[src/rtl/i2c_xfer_sequencer.sv]
// -----------------------------------------------------------------------------
// i2c_xfer_sequencer
//
// Autonomous APB master that drives the APB I2C master peripheral through
// complete register-style I2C transactions: device address, register address,
// then one data byte written or read. After reset it initialises the core
// once (prescaler, then core enable), then serves one request at a time and
// reports read data plus an error code.
//
// Ports
//   HCLK, HRESETn          clock, asynchronous active-low reset
//   req_valid/req_ready    request handshake; req_rnw selects read (1)/write (0)
//   req_dev/req_reg        7-bit device address, 8-bit device register
//   req_wdata              byte to write
//   rsp_valid/rsp_ready    response handshake
//   rsp_rdata/rsp_err      read byte (0 unless a successful read);
//                          err 00 ok, 01 NACK, 10 arbitration lost,
//                          11 timeout or PSLVERR
//   PADDR..PSLVERR         APB master port to the I2C peripheral
// -----------------------------------------------------------------------------
module i2c_xfer_sequencer #(
   parameter int          APB_ADDR_WIDTH = 12,
   parameter logic [15:0] PRESCALE       = 16'd99,
   parameter int          POLL_LIMIT     = 4096
) (
   input  logic                      HCLK,
   input  logic                      HRESETn,
   input  logic                      req_valid,
   output logic                      req_ready,
   input  logic                      req_rnw,
   input  logic [6:0]                req_dev,
   input  logic [7:0]                req_reg,
   input  logic [7:0]                req_wdata,
   output logic                      rsp_valid,
   input  logic                      rsp_ready,
   output logic [7:0]                rsp_rdata,
   output logic [1:0]                rsp_err,
   output logic [APB_ADDR_WIDTH-1:0] PADDR,
   output logic [31:0]               PWDATA,
   output logic                      PWRITE,
   output logic                      PSEL,
   output logic                      PENABLE,
   input  logic [31:0]               PRDATA,
   input  logic                      PREADY,
   input  logic                      PSLVERR
);

   localparam int CW = $clog2(POLL_LIMIT + 1);
   localparam logic [CW-1:0] POLL_MAX = CW'(POLL_LIMIT);

   localparam logic [APB_ADDR_WIDTH-1:0] A_PRE    = APB_ADDR_WIDTH'(8'h00);
   localparam logic [APB_ADDR_WIDTH-1:0] A_CTRL   = APB_ADDR_WIDTH'(8'h04);
   localparam logic [APB_ADDR_WIDTH-1:0] A_RX     = APB_ADDR_WIDTH'(8'h08);
   localparam logic [APB_ADDR_WIDTH-1:0] A_STATUS = APB_ADDR_WIDTH'(8'h0C);
   localparam logic [APB_ADDR_WIDTH-1:0] A_TX     = APB_ADDR_WIDTH'(8'h10);
   localparam logic [APB_ADDR_WIDTH-1:0] A_CMD    = APB_ADDR_WIDTH'(8'h14);

   // Each state that touches the bus owns exactly one APB access; the state
   // advances when that access completes.
   typedef enum logic [3:0] {
      S_PRE, S_CTRL, S_IDLE, S_TX, S_CMD, S_POLL, S_RX, S_ABCMD, S_ABPOLL, S_DONE
   } state_t;

   state_t                    state_q, state_d;
   logic [1:0]                step_q, step_d;     // byte phase of the transaction
   logic [CW-1:0]             cnt_q, cnt_d;       // STATUS reads in current poll
   logic                      rnw_q, rnw_d;
   logic [6:0]                dev_q, dev_d;
   logic [7:0]                reg_q, reg_d;
   logic [7:0]                wdata_q, wdata_d;
   logic [7:0]                rdata_q, rdata_d;
   logic [1:0]                err_q, err_d;
   logic                      req_ready_q, req_ready_d;
   logic                      rsp_valid_q, rsp_valid_d;
   logic                      psel_q, psel_d;
   logic                      penable_q, penable_d;
   logic                      pwrite_q, pwrite_d;
   logic [APB_ADDR_WIDTH-1:0] paddr_q, paddr_d;
   logic [31:0]               pwdata_q, pwdata_d;

   logic          acc_done;
   logic          tip, al, rxack, ack_chk, last_step;
   logic [CW-1:0] cnt_inc;
   logic          launch;
   logic          acc_wr;
   logic [APB_ADDR_WIDTH-1:0] acc_addr;
   logic [7:0]    acc_byte;
   logic          unused_prdata;

   assign acc_done  = psel_q & penable_q & PREADY;
   assign tip       = PRDATA[1];
   assign al        = PRDATA[5];
   assign rxack     = PRDATA[7];
   // The final read phase (CMD=0x68) NACKs on purpose, so RXACK is ignored there.
   assign ack_chk   = !(rnw_q && step_q == 2'd3);
   assign last_step = rnw_q ? (step_q == 2'd3) : (step_q == 2'd2);
   assign cnt_inc   = cnt_q + CW'(1);
   assign unused_prdata = ^PRDATA[31:8];

   always_comb begin
      state_d     = state_q;
      step_d      = step_q;
      cnt_d       = cnt_q;
      rnw_d       = rnw_q;
      dev_d       = dev_q;
      reg_d       = reg_q;
      wdata_d     = wdata_q;
      rdata_d     = rdata_q;
      err_d       = err_q;
      psel_d      = psel_q;
      penable_d   = penable_q;
      pwrite_d    = pwrite_q;
      paddr_d     = paddr_q;
      pwdata_d    = pwdata_q;
      launch      = 1'b0;
      acc_wr      = 1'b0;
      acc_addr    = A_PRE;
      acc_byte    = 8'h00;

      if (psel_q && !penable_q) penable_d = 1'b1;

      case (state_q)
         // Bus errors during init are not reported: no client is waiting yet.
         S_PRE:  if (acc_done) state_d = S_CTRL;
         S_CTRL: if (acc_done) state_d = S_IDLE;
         S_IDLE: begin
            if (req_valid && req_ready_q) begin
               rnw_d   = req_rnw;
               dev_d   = req_dev;
               reg_d   = req_reg;
               wdata_d = req_wdata;
               step_d  = 2'd0;
               rdata_d = 8'h00;
               err_d   = 2'b00;
               state_d = S_TX;
            end
         end
         S_TX: begin
            if (acc_done) begin
               if (PSLVERR) begin err_d = 2'b11; state_d = S_ABCMD; end
               else state_d = S_CMD;
            end
         end
         S_CMD: begin
            if (acc_done) begin
               if (PSLVERR) begin err_d = 2'b11; state_d = S_ABCMD; end
               else begin cnt_d = '0; state_d = S_POLL; end
            end
         end
         S_POLL: begin
            if (acc_done) begin
               cnt_d = cnt_inc;
               if (PSLVERR) begin
                  err_d = 2'b11; state_d = S_ABCMD;
               end else if (al) begin
                  // Bus is no longer ours: finish without issuing STOP.
                  err_d = 2'b10; state_d = S_DONE;
               end else if (!tip) begin
                  if (ack_chk && rxack) begin
                     err_d = 2'b01; state_d = S_ABCMD;
                  end else if (last_step) begin
                     state_d = rnw_q ? S_RX : S_DONE;
                  end else begin
                     step_d  = step_q + 2'd1;
                     // Read phase 3 is a bare command with no TX byte.
                     state_d = (step_q == 2'd2) ? S_CMD : S_TX;
                  end
               end else if (cnt_inc == POLL_MAX) begin
                  err_d = 2'b11; state_d = S_ABCMD;
               end
            end
         end
         S_RX: begin
            if (acc_done) begin
               if (PSLVERR) begin err_d = 2'b11; state_d = S_ABCMD; end
               else begin rdata_d = PRDATA[7:0]; state_d = S_DONE; end
            end
         end
         S_ABCMD: begin
            if (acc_done) begin
               if (PSLVERR) begin err_d = 2'b11; state_d = S_DONE; end
               else state_d = S_ABPOLL;
            end
         end
         S_ABPOLL: begin
            // Single STATUS read to let the STOP settle; its content is ignored.
            if (acc_done) begin
               if (PSLVERR) err_d = 2'b11;
               state_d = S_DONE;
            end
         end
         S_DONE:  if (rsp_ready) state_d = S_IDLE;
         default: state_d = S_PRE;
      endcase

      // Access owned by the state we are heading into.
      case (state_d)
         S_PRE:   begin launch = 1'b1; acc_wr = 1'b1; acc_addr = A_PRE; end
         S_CTRL:  begin launch = 1'b1; acc_wr = 1'b1; acc_addr = A_CTRL; acc_byte = 8'h80; end
         S_TX: begin
            launch = 1'b1; acc_wr = 1'b1; acc_addr = A_TX;
            case (step_d)
               2'd0:    acc_byte = {dev_d, 1'b0};
               2'd1:    acc_byte = reg_d;
               2'd2:    acc_byte = rnw_d ? {dev_d, 1'b1} : wdata_d;
               default: acc_byte = 8'h00;
            endcase
         end
         S_CMD: begin
            launch = 1'b1; acc_wr = 1'b1; acc_addr = A_CMD;
            case (step_d)
               2'd0:    acc_byte = 8'h90;
               2'd1:    acc_byte = 8'h10;
               2'd2:    acc_byte = rnw_d ? 8'h90 : 8'h50;
               default: acc_byte = 8'h68;
            endcase
         end
         S_POLL, S_ABPOLL: begin launch = 1'b1; acc_addr = A_STATUS; end
         S_RX:    begin launch = 1'b1; acc_addr = A_RX; end
         S_ABCMD: begin launch = 1'b1; acc_wr = 1'b1; acc_addr = A_CMD; acc_byte = 8'h40; end
         default: launch = 1'b0;
      endcase

      if (acc_done) begin
         psel_d    = 1'b0;
         penable_d = 1'b0;
      end
      // New SETUP either back-to-back after a completed access or from an idle bus.
      if (launch && (acc_done || !psel_q)) begin
         psel_d    = 1'b1;
         penable_d = 1'b0;
         pwrite_d  = acc_wr;
         paddr_d   = acc_addr;
         if (state_d == S_PRE) pwdata_d = {16'h0000, PRESCALE};
         else                  pwdata_d = {24'h000000, acc_byte};
      end
   end

   assign req_ready_d = (state_d == S_IDLE);
   assign rsp_valid_d = (state_d == S_DONE);

   always_ff @(posedge HCLK or negedge HRESETn) begin
      if (!HRESETn) begin
         state_q     <= S_PRE;
         step_q      <= 2'd0;
         cnt_q       <= '0;
         rnw_q       <= 1'b0;
         dev_q       <= 7'h00;
         reg_q       <= 8'h00;
         wdata_q     <= 8'h00;
         rdata_q     <= 8'h00;
         err_q       <= 2'b00;
         req_ready_q <= 1'b0;
         rsp_valid_q <= 1'b0;
         psel_q      <= 1'b0;
         penable_q   <= 1'b0;
         pwrite_q    <= 1'b0;
         paddr_q     <= '0;
         pwdata_q    <= 32'h0;
      end else begin
         state_q     <= state_d;
         step_q      <= step_d;
         cnt_q       <= cnt_d;
         rnw_q       <= rnw_d;
         dev_q       <= dev_d;
         reg_q       <= reg_d;
         wdata_q     <= wdata_d;
         rdata_q     <= rdata_d;
         err_q       <= err_d;
         req_ready_q <= req_ready_d;
         rsp_valid_q <= rsp_valid_d;
         psel_q      <= psel_d;
         penable_q   <= penable_d;
         pwrite_q    <= pwrite_d;
         paddr_q     <= paddr_d;
         pwdata_q    <= pwdata_d;
      end
   end

   assign req_ready = req_ready_q;
   assign rsp_valid = rsp_valid_q;
   assign rsp_rdata = rdata_q;
   assign rsp_err   = err_q;
   assign PSEL      = psel_q;
   assign PENABLE   = penable_q;
   assign PWRITE    = pwrite_q;
   assign PADDR     = paddr_q;
   assign PWDATA    = pwdata_q;

endmodule

[config.mk]
export PLATFORM = sky130hd
export DESIGN_NAME = i2c_xfer_sequencer
export DESIGN_NICKNAME = d
export VERILOG_FILES = /design/src/rtl/i2c_xfer_sequencer.sv
export SDC_FILE = /design/constraint.sdc
export NUM_CORES = 1
export LEC_CHECK = 0
export BUFFER_PORTS_ARGS = -buffer_cell sky130_fd_sc_hd__buf_4
export CORE_ASPECT_RATIO = 0.75
export CORE_MARGIN = 2
export CORE_UTILIZATION = 47
export DETAILED_ROUTE_END_ITERATION = 12
export GPL_ROUTABILITY_DRIVEN = 0
export PLACE_DENSITY_LB_ADDON = 0.1
export SYNTH_ARGS = -nofsm -noshare
export SYNTH_HDL_FRONTEND = slang
export SYNTH_SLANG_ARGS = --single-unit
[constraint.sdc]
create_clock -name HCLK -period 3.1 [get_ports HCLK]
set_clock_uncertainty 0.15 [all_clocks]
set_input_delay 0.31 -clock HCLK [delete_from_list [all_inputs] [get_ports HCLK]]
set_output_delay 0.31 -clock HCLK [all_outputs]
set_load 0.02 [all_outputs]
# [After elaboration in Yosys (flattened, before gate mapping)]
# Index checks and enable logic that the tools add are counted.
[word_totals] ff_bits=102 word_cells=150
[op_classes] add_sub_neg=2 eq_ne=33 n_mux=72 bitwise_logic=2 reduce_logical=25
[op_table] operator="8-bit two-way mux" n=10
[op_table] operator="4-bit two-way mux" n=18
[op_table] operator="8-bit case mux with 3 select lines" n=2
[op_table] operator="4-bit case mux with 10 select lines" n=1
[op_table] operator="13-bit two-way mux" n=3
[op_table] operator="2-bit two-way mux" n=18
[op_table] operator="4-bit by 3-bit equality test with 1-bit output (second input constant)" n=8
[op_table] operator="8-bit case mux with 4 select lines" n=1
[op_table] operator="13-bit case mux with 2 select lines" n=1
[op_table] operator="5-bit case mux with 5 select lines" n=1
[op_table] operator="4-bit by 2-bit equality test with 1-bit output (second input constant)" n=4
[op_table] operator="4-bit equality test (second input constant)" n=4
[op_table] operator="8-bit case mux with 2 select lines" n=1
[op_table] operator="7-bit two-way mux" n=2
[op_table] operator="13-bit by 1-bit adder with 13-bit output (second input constant)" n=1
[op_table] operator="13-bit equality test (second input constant)" n=1
[op_table] operator="2-bit != test (second input constant)" n=6
[op_table] operator="1-bit two-way mux" n=11
[op_table] operator="5-bit != test (second input constant)" n=2
[op_table] operator="5-bit OR reduction" n=2
[op_table] operator="4-bit by 1-bit equality test with 1-bit output (second input constant)" n=2
[op_table] operator="4-bit logical NOT" n=2
[op_table] operator="4-bit AND reduction" n=2
[op_table] operator="8-bit OR reduction" n=1
[op_table] operator="16 further kinds" n=30

# [Longest topological paths before layout]
[depth] word_depth=15 mapped_depth=13

# [Worst setup path after synthesis]
# Ideal clock, no wire load.
[synth_timing] kind="reg2reg" startpoint="register cnt_q[0]" endpoint="register pwdata_q[0] (netlist: PWDATA[0])" setup_time_ns=0.125 arrival_ns=2.644 path_slack_ns=0.181 path_stages_with_launch=12 period_less_slack_ns=2.919 cell_sequence="dfrtp_1 > ha_1 > and4_1 > nand4_1 > xnor2_1 > nor4_2 > nor4_1 > or2_1 > xnor2_1 > o31a_1 > buf_4 > mux2_2"
[synth_via] elab_chain_cells=12 elab_cells_between_ends=21
[synth_lines] item="start, declared" line="66" source="logic [CW-1:0] cnt_q, cnt_d;"
[synth_lines] item="start signal, assigned" line="263" source="cnt_q <= cnt_d;"
[synth_lines] item="13-bit by 1-bit adder with 13-bit output *" line="97" source="assign cnt_inc = cnt_q + CW'(1);"
[synth_lines] item="13-bit equality test *" line="168" source="end else if (cnt_inc == POLL_MAX) begin"
[synth_lines] item="4-bit two-way mux *" line="168"
[synth_lines] item="4-bit two-way mux *" line="158" source="end else if (!tip) begin"
[synth_lines] item="4-bit two-way mux *" line="155" source="end else if (al) begin"
[synth_lines] item="4-bit two-way mux *" line="153" source="if (PSLVERR) begin"
[synth_lines] item="4-bit two-way mux *" line="151" source="if (acc_done) begin"
[synth_lines] item="4-bit case mux with 10 select lines *" line="122" source="case (state_q)"
[synth_lines] item="4-bit by 3-bit equality test with 1-bit output (tied with other cells)" line="197" source="case (state_d)"
[synth_lines] item="8-bit OR reduction (no source line)"
[synth_lines] item="1-bit two-way mux" line="197"
[synth_lines] item="1-bit logical AND" line="229" source="if (launch && (acc_done || !psel_q)) begin"
[synth_lines] item="end signal, assigned" line="276" source="pwdata_q <= pwdata_d;"
[synth_lines] item="end, declared" line="79" source="logic [31:0] pwdata_q, pwdata_d;"
# Every way passes the cells marked *; elsewhere a longest branch is shown, timed or not.
# A chain may end at the register's enable or synchronous reset.

# [Worst setup path in the final report]
[layout_timing] startpoint="register cnt_q[1]" endpoint="register pwdata_q[7] (netlist: PWDATA[7])"
# Same word-level chain as after synthesis.

==> results.py <==
metrics = {
    "outcome": {
        "status": "finished clean",
    },
    "worst_setup_path": {
        "startpoint_type": "register",
        "cp.buffers_inverters": 1,
        "endpoint_kind": "register",
        "critPathMaxStageDelay_ns": 0.39,
        "regToRegSetupSlack_ns": 0.08,
        "worst_ep_required_time_ns": 3.16,
        "arrival_ns": 3.08,
        "crit_cells": 11,
        "critPathSlowestCell": "dfrtp_1",
        "worst_path_most_repeated_cell": "nor4_2",
        "cp_cell_sequence": "ha_2 > and4_4 > a311oi_2 > a31oi_1 > nor4_2 > nor4_2 > or2_1 > xnor2_2 > o31a_1 > buf_4 > mux2_1",
        "cp_max_fo": 8,
        "r2r-start": "cnt_q[1]",
        "r2r-end": "PWDATA[7]",
        "critical_path.startpoint": "cnt_q[1]",
        "worst-setup-path-type": "register to register",
        "r2r_cells": 11,
        "crit_family": "simple AND/OR/NAND/NOR gates",
        "crit_path_end": "PWDATA[7]",
    },
    "power": {
        "p_seq_share_pct": 29.2,
        "ir_drop_mv": 0.613,
        "power_per_cell_area_nw_per_um2": 926,
        "power.net_switching_w": 0.00182,
        "pwr-share-comb_pct": 49.5,
        "p_clk_share_pct": 21.3,
        "swShare_pct": 38.0,
        "p_leak_nw": 2.44,
        "intPower_w": 0.00297,
    },
    "final_layout": {
        "instances_no_fill": 633,
        "area_growth_syn_to_layout_pct": 26.7,
        "fillers": 720,
        "fin_util_pct": 61.3,
        "regArea_um2": 1730,
        "finalInstanceArea_um2": 5180,
        "final_net_count": 585,
        "drive_gt1_share_pct": 32.8,
        "multiInputGateArea_um2": 2150,
        "antenna_cells": 0,
    },
    "global_routing": {
        "grt_pass1_vias": 3204,
        "grt-ovfl-total": 0,
        "antenna_found_initial": 0,
        "grtUsageTotal_pct": 21.1,
        "grt_max_degree": 70,
        "grt_pass1_wl_um": 15900,
    },
    "die": {
        "die_x_um": 112,
        "io_pins": 121,
        "dieHeight_um": 84.8,
        "rows": 29,
        "die-area_um2": 9470,
        "start_util_pct": 48.4,
        "core_region_area_um2": 8450,
    },
    "cts": {
        "clk_latency_ns": 0.33,
        "clk_pin_slew_ns": 0.06,
        "cts_root_buf": "clkbuf_16",
        "cts_buffer_depth": 2,
        "cts_tree": "done",
        "cts_made_buffers": 9,
        "cts.sinks": 69,
        "cts_max_level": 3,
    },
    "synth": {
        "syn_inst": 425,
        "syn_area_um2": 4090,
        "synthArstFlopShare_pct": 100,
        "synth-main-ff-cell": "dfrtp_1",
        "syn_area_per_cell_um2": 9.62,
        "yosysWarnings": 0,
        "synth_top_area_share_pct": 42.2,
        "ys_seq_area_share_pct": 42.2,
        "synth_most_common_cell": "dfrtp_1",
        "yosysTopAreaCell": "dfrtp_1",
        "synth_edf_count": 0,
        "netlist-cell-type-count": 69,
        "synth_commonest_cells": "dfrtp_1 (69), buf_4 (34), o21ai_0 (32)",
        "synth_area_leaders": "dfrtp_1 (42%), mux2_2 (6.6%), buf_4 (6.2%), o21ai_0 (3.9%), nand2_1 (2.8%)",
        "ys_ff_latch": 69,
    },
    "detailed_routing": {
        "dr_wl_met2_um": 4110,
        "viasPerCell": 5.46,
        "route.met3.wl_um": 694,
        "drtAntennaViolNets": 0,
        "wl_per_cell_um": 15.4,
        "drt_wl_total_um": 9750,
        "drcViolationCount": 0,
        "dr.pass1.iters": 5,
        "routed.top_layer": "met4",
        "wirelength_met1_um": 4860,
        "drt_iter0_markers": 227,
        "vias": 3455,
    },
    "sta": {
        "slew_viol_final": 0,
        "max-slew-margin-rel_pct": 41.4,
        "final.setup.worst_slack_ns": 0.0771,
        "setup_viol": 0,
        "final_hold_viol_count": 0,
        "setup-tns-final_ns": 0,
        "max_freq_mhz": 331,
        "rsz0062_at_grt": "yes",
        "worst_pin_slew_ns": 0.878,
        "period_minus_slack_ns": 3.02,
        "min_period_over_period_pct": 97.5,
    },
    "placed_design": {
        "portBuffers": 63,
        "place_area_um2": 4760,
        "dp.cells": 611,
        "place_ws_ns": 0.0425,
        "hpwl_um": 6920,
    },
    "hold_path": {
        "hp-class": "primary input to register",
    },
    "flow_run": {
        "maxCapViolCount": 0,
    },
}
worst reg2reg max path: stages (launching register included):
cell and delay, ns:
dfrtp_1 0.39, ha_2 0.20, and4_4 0.17, a311oi_2 0.26
a31oi_1 0.08, nor4_2 0.39, nor4_2 0.09, or2_1 0.28
xnor2_2 0.16, o31a_1 0.25, buf_4 0.17, mux2_1 0.31
worst min path at each step:
stage,start,endpoint,cells after the start
after floorplan,HRESETn,PADDR[2],0
after global placement,PADDR[3],PADDR[3],1
after detailed placement,PADDR[3],PADDR[3],1
after CTS,PRDATA[2],rsp_rdata[2],2
after global routing,PRDATA[2],rsp_rdata[2],2
final,PRDATA[4],rsp_rdata[4],2
cell type report:
| cell class | count | share of cell area [%] |
|---|---|---|
| clock inverters | 7 | 1.42 |
| well taps | 108 | 2.61 |
| multi-input cells | 315 | 41.4 |
| clock buffers | 9 | 4.34 |
| repair buffers | 107 | 15.5 |
| flip-flops and latches | 69 | 33.4 |
| inverters | 18 | 1.30 |
power groups by stage:
| stage | logic, W | clock network, W | registers, W |
|---|---|---|---|
| 2_1_floorplan | 0.00135 | 0 | 0.00155 |
| 3_3_place_gp | 0.00225 | 0 | 0.00140 |
| 3_5_place_dp | 0.00227 | 0 | 0.00141 |
| 4_1_cts | 0.00230 | 0.00104 | 0.00140 |
| 5_1_grt | 0.00258 | 0.00107 | 0.00144 |
| 6_report | 0.00238 | 0.00102 | 0.00140 |
registers in the layout (all words and copies together) (netlist names), 2 cells and up:
| signal | flops |
|---|---|
| wdata_q | 8 |
| PADDR | 3 |
| step_q | 2 |
| dev_q | 7 |
| rsp_err | 2 |
| PWDATA | 8 |
| state_q | 4 |
| rsp_rdata | 8 |
| reg_q | 8 |
| cnt_q | 13 |
timing repair:
action / in CTS / in global routing
hold endpoints to repair: 25 / 0
pin swaps: 0 / 5
hold buffers: 1 / 0
setup endpoints to repair: 7 / 11
buffers inserted: 0 / 5
gates resized for setup: 3 / 15
cells by family (layout without fill, tap and decap cells):
| kind of cell | after synthesis | count (layout) | share of synthesized area (%) |
|---|---|---|---|
| buffers and inverters | 73 | 141 | 10.2 |
| XOR/XNOR | 7 | 7 | 1.50 |
| AND/OR/NAND/NOR | 128 | 128 | 17.3 |
| other | 1 | 33 | 0.0917 |
| AO/OA/AOI/OAI | 107 | 107 | 17.9 |
| flip-flops | 69 | 69 | 42.2 |
| adder cells (fa/ha/maj) | 3 | 3 | 0.918 |
| multiplexers | 37 | 37 | 9.91 |
cell usage in the layout (no fill, tap or decap), types with 3 or more instances in the layout:
cell type  netlist  final
or4_1            3      3
a21oi_1         16     15
clkbuf_16        0      9
mux2i_1          9      9
nor3_1           7      6
nand2b_1         7      7
xnor2_1          6      5
and2_1           4      4
buf_4           34    106
a31oi_1          6      6
inv_1           18     18
o211ai_1         3      3
mux2_1           4      4
nor2b_1          5      4
nand2_1         31     30
and3_1           3      3
mux2_2          24     24
conb_1           1     33
a211o_1          3      3
o31ai_1          3      3
nand3_1         12     11
nor2_1          30     30
dfrtp_1         69     67
o21ai_0         32     31
nor4_1           6      5
a22o_1          11     11
o21a_1           5      5
through the flow:
step	hold slack (ns)	total power [W]
after floorplan	-0.136	0.00290
after global placement	0.321	0.00365
after detailed placement	0.325	0.00369
after CTS	0.0572	0.00474
after global routing	0.0617	0.00510
final	0.0613	0.00480
metal layers:
| metal | global-route usage, % | up-vias |
|---|---|---|
| met4 | 4.71 | 0 |
| li1 | - | 1659 |
| met1 | 32.0 | 1659 |
| met2 | 30.1 | 129 |
| met5 | 0 | - |
| met3 | 5.70 | 8 |
Note: power is estimated with default switching activity, not from simulation.
